--- src/rtl/uart_receiver.sv ---
// 8N1 UART receiver: two-flop synchronizer, mid-bit sampling, run-time bit period of bc+1 clocks.
// Emits a one-cycle ch_vld strobe with the received byte on ch; framing errors are dropped.
module uart_receiver (
    input  logic        clk,
    input  logic        rst_n,
    input  logic [15:0] bc,
    output logic        ch_vld,
    output logic [7:0]  ch,
    input  logic        rx
);

    typedef enum logic [2:0] {
        IDLE,
        START,
        DATA,
        STOP,
        WAIT_IDLE
    } state_t;

    state_t      state;
    state_t      state_nxt;
    logic        rx_m;
    logic        rx_s;
    logic [15:0] cnt;
    logic [15:0] cnt_nxt;
    logic [15:0] bc_lat;
    logic [15:0] bc_lat_nxt;
    logic [15:0] half;
    logic [2:0]  idx;
    logic [2:0]  idx_nxt;
    logic [7:0]  shift;
    logic [7:0]  shift_nxt;
    logic [7:0]  ch_nxt;
    logic        ch_vld_nxt;

    // Both flops reset to 1 so a reset never looks like a start bit.
    always_ff @(posedge clk or negedge rst_n) begin
        if (!rst_n) begin
            rx_m <= 1'b1;
            rx_s <= 1'b1;
        end else begin
            rx_m <= rx;
            rx_s <= rx_m;
        end
    end

    assign half = {1'b0, bc_lat[15:1]};

    always_ff @(posedge clk or negedge rst_n) begin
        if (!rst_n) begin
            state  <= IDLE;
            cnt    <= '0;
            bc_lat <= '0;
            idx    <= '0;
            shift  <= '0;
            ch     <= '0;
            ch_vld <= 1'b0;
        end else begin
            state  <= state_nxt;
            cnt    <= cnt_nxt;
            bc_lat <= bc_lat_nxt;
            idx    <= idx_nxt;
            shift  <= shift_nxt;
            ch     <= ch_nxt;
            ch_vld <= ch_vld_nxt;
        end
    end

    always_comb begin
        state_nxt  = state;
        cnt_nxt    = cnt + 16'd1;
        bc_lat_nxt = bc_lat;
        idx_nxt    = idx;
        shift_nxt  = shift;
        ch_nxt     = ch;
        ch_vld_nxt = 1'b0;

        case (state)
            IDLE: begin
                cnt_nxt = '0;
                if (!rx_s) begin
                    state_nxt  = START;
                    bc_lat_nxt = bc;
                end
            end
            // Validating the start bit at its centre aligns all later samples to bit centres.
            START: begin
                if (cnt == half) begin
                    cnt_nxt = '0;
                    if (rx_s) begin
                        state_nxt = IDLE;
                    end else begin
                        state_nxt = DATA;
                        idx_nxt   = '0;
                    end
                end
            end
            DATA: begin
                if (cnt == bc_lat) begin
                    cnt_nxt        = '0;
                    shift_nxt[idx] = rx_s;
                    if (idx == 3'd7) begin
                        state_nxt = STOP;
                    end else begin
                        idx_nxt = idx + 3'd1;
                    end
                end
            end
            STOP: begin
                if (cnt == bc_lat) begin
                    cnt_nxt = '0;
                    if (rx_s) begin
                        ch_nxt     = shift;
                        ch_vld_nxt = 1'b1;
                        state_nxt  = IDLE;
                    end else begin
                        state_nxt = WAIT_IDLE;
                    end
                end
            end
            // A held-low line after a framing error must not be taken as a new start bit.
            WAIT_IDLE: begin
                cnt_nxt = '0;
                if (rx_s) begin
                    state_nxt = IDLE;
                end
            end
            default: begin
                state_nxt = IDLE;
            end
        endcase
    end

endmodule

--- config.mk ---
export PLATFORM = sky130hd
export DESIGN_NAME = uart_receiver
export DESIGN_NICKNAME = d
export VERILOG_FILES = /design/src/rtl/uart_receiver.sv
export SDC_FILE = /design/constraint.sdc
export NUM_CORES = 1
export LEC_CHECK = 0
export CAP_MARGIN = 40
export CORE_ASPECT_RATIO = 0.8
export CORE_MARGIN = 2
export CORE_UTILIZATION = 55
export DETAILED_ROUTE_END_ITERATION = 12
export GPL_TIMING_DRIVEN = 0
export HOLD_SLACK_MARGIN = 0.02
export PLACE_DENSITY = 0.8
export REMOVE_ABC_BUFFERS = 1
export SYNTH_ARGS = -nofsm -noshare
export SYNTH_HDL_FRONTEND = slang
export SYNTH_SLANG_ARGS = --single-unit
--- constraint.sdc ---
create_clock -name clk -period 4.7 [get_ports clk]
set_input_delay 0.705 -clock clk [delete_from_list [all_inputs] [get_ports clk]]
set_output_delay 0.705 -clock clk [all_outputs]
set_load 0.02 [all_outputs]
==> flow_metrics.py <==
metrics = {
    "synthesis": {
        "async_reset_ff_frac": 1.00,
        "ys.flop_type": "dfrtp_1",
        "ys_seq_area_frac": 0.490,
        "synth_area_um2": 2920,
        "synth_edf_count": 0,
        "syn_avg_cell_area_um2": 11.6,
        "yosys_warnings": 0,
        "postSynthCellCount": 251,
        "ys_types": 36,
        "ys_ff_latch": 57,
    },
    "clock_network": {
        "clkLatencyLatePin_ns": 0.34,
        "cts.path.max_buffers": 2,
        "clk_pin_slew_ns": 0.06,
        "htreeDepth": 3,
        "post_cts_buffers": 0,
        "numCtsBuffers": 9,
        "clock-root-buffer": "clkbuf_8",
        "ctsResizeCount": 0,
        "cts_sinks": 57,
        "hold_buffers": 0,
        "cts_tree": "yes",
    },
    "setup_path": {
        "crit_chain": "xor2_1 -> nor4_2 -> nand4_4 -> o22ai_2 -> nor3_1",
        "required_ns": 4.88,
        "reg2reg_depth": 5,
        "r2r_setup_slack_ns": 2.31,
        "slowest_delay_ns": 0.70,
        "cp-start-kind": "flip-flop",
        "r2r-start": "cnt[5]",
        "cpLargestDelayFamily": "simple AND/OR/NAND/NOR gates",
        "critPathMaxFanout": 19,
        "critPathArrivalTime_ns": 2.57,
        "crit_type": "flip-flop to flip-flop",
        "cp_num_buf_inv": 0,
        "r2r_end": "cnt[15]",
        "end_kind": "flip-flop",
        "cp_slowest_cell": "o22ai_2",
    },
    "sta": {
        "finalSetupViolCount": 0,
        "drv_slew": 0,
        "setup-tns-final_ns": 0,
        "fmax_mhz": 419,
        "skew_ns": 0.00586,
        "rsz0062_at_grt": "no",
        "hold_violations": 0,
        "tightest_slew_ns": 0.723,
        "relSlewSlack": 0.518,
        "finalCritPeriodShare": 0.508,
        "min_period_ns": 2.39,
    },
    "routing": {
        "ant_nets": 0,
        "vias_per_cell": 5.60,
        "wl_per_cell_um": 15.7,
        "drc": 0,
        "dr.pass1.iters": 4,
        "drt-total-wl_um": 5380,
        "vias": 1921,
        "first_iter_violations": 87,
    },
    "floorplanning": {
        "die_h_um": 69.1,
        "ios": 28,
        "dieArea_um2": 5900,
        "die_width_um": 85.4,
        "core_um2": 5060,
        "start_util": 0.576,
        "rows": 23,
    },
    "final_layout": {
        "finalNetCount": 298,
        "drive_gt1_frac": 0.224,
        "diodes": 0,
        "layout_common_cells": "dfrtp_1, xor2_1, mux2_2, clkdlybuf4s50_1, nor3_1",
        "area_growth_syn_to_layout_pct": 16.9,
        "fill_cells": 409,
        "final_common_cell": "dfrtp_1",
        "fin_area_um2": 3410,
        "regArea_um2": 1430,
        "multi_input_area_um2": 1370,
    },
    "grt": {
        "grt_max_degree": 35,
        "grt_pass1_wl_um": 9160,
        "antenna_found_initial": 0,
        "grt_overflow_total": 0,
        "grtUsageTotal": 0.203,
        "grt_pass1_vias": 1863,
    },
    "flow_run": {
        "maxCapViolations": 0,
    },
    "power": {
        "peakVddDrop_mv": 0.371,
        "leakagePower_nw": 1.49,
        "pwr_density_cell_nw_per_um2": 383,
    },
    "placed_design": {
        "place.gp.congestion": 0.869,
        "dpl_cell_area_um2": 3210,
        "hpwlAfterDp_um": 3790,
        "port_buffers": 27,
    },
    "worst_hold_path": {
        "hold_path.class": "input port to async pin",
    },
    "outcome": {
        "status": "completed",
    },
}
## power by group
| part | internal, W | switching, W | total [W] | leakage (nW) |
|---|---|---|---|---|
| logic | 0.000119 | 0.000108 | 0.000227 | 0.659 |
| clock network | 0.000243 | 0.000197 | 0.000440 | 0.0912 |
| registers | 0.000547 | 0.0000923 | 0.000639 | 0.736 |
| total | 0.000909 | 0.000397 | 0.00131 | 1.49 |
## metrics by stage
stage,setup slack (ns),instances,hold WS [ns],utilization,total power (W)
after detailed placement,2.33,327,0.347,0.634,0.000874
after CTS,2.31,343,0.357,0.673,0.00132
final,2.31,343,0.355,0.673,0.00131
after global placement,1.24,324,0.346,0.627,0.000860
after floorplan,2.62,235,0.345,-,0.000795
after global routing,2.15,343,0.364,0.673,0.00139
## registers in the layout, summed over array words and instances (netlist names)
signal	count
bc_lat	16
cnt	16
ch	8
shift	8
idx	3
state	3
ch_vld	1
rx_m	1
rx_s	1
## metal layers
layer,share of wire,global-route usage,routed length (µm),vias to the layer above
li1,-,-,-,936
met1,0.50,0.294,2700,937
met2,0.44,0.287,2380,43
met3,0.048,0.0683,257,5
met4,0.0074,0.0670,40,0
met5,0,0,0,-
## how the worst max path moves through the flow
stage	startpoint	endpoint	slack, ns	cells past startpoint
after floorplan	cnt[5]	ch[0]	2.62	5
after global placement	rst_n	shift[7]	1.24	1
after detailed placement	cnt[5]	ch[0]	2.33	5
after CTS	cnt[5]	ch[2]	2.31	5
after global routing	cnt[5]	cnt[7]	2.15	5
final	cnt[5]	cnt[15]	2.31	5
## layout make-up
class                           instances  area share
Timing Repair Buffer                   30      0.0903
Sequential cell                        57       0.419
Multi-Input combinational cell        171       0.403
Clock inverter                          7      0.0209
Clock buffer                            9      0.0363
Tap cell                               62      0.0228
Inverter                                7     0.00771
## cells by family after synthesis
| group | share of synthesized area |
|---|---|
| flops | 0.490 |
| fa+ha+maj | 0.0129 |
| xor+xnor | 0.135 |
| compound gates | 0.0223 |
| simple gates | 0.173 |
| mux | 0.127 |
| buf+inv | 0.0395 |
## synth_stat cells, types with 2 or more instances
cell      count  share of area
a21oi_1       2         0.0034
and3_1        2         0.0043
buf_2         5         0.0086
buf_6         3          0.012
clkbuf_1      8          0.010
dfrtp_1      55           0.47
dfstp_2       2          0.018
ha_1          3          0.013
inv_1         7         0.0090
mux2_1        2         0.0077
mux2_2       31           0.12
nand2_1       9          0.012
nand2b_1      2         0.0043
nand3_1      12          0.021
nand4_1       3         0.0064
nor2_1        9          0.012
nor3_1       18          0.031
nor4_1        8          0.017
nor4_2        5          0.021
o221ai_1      2         0.0060
or3_1         3         0.0064
or4_1         3         0.0077
xnor2_1       8          0.024
xor2_1       37           0.11
Note: power is estimated with default switching activity, not from simulation.
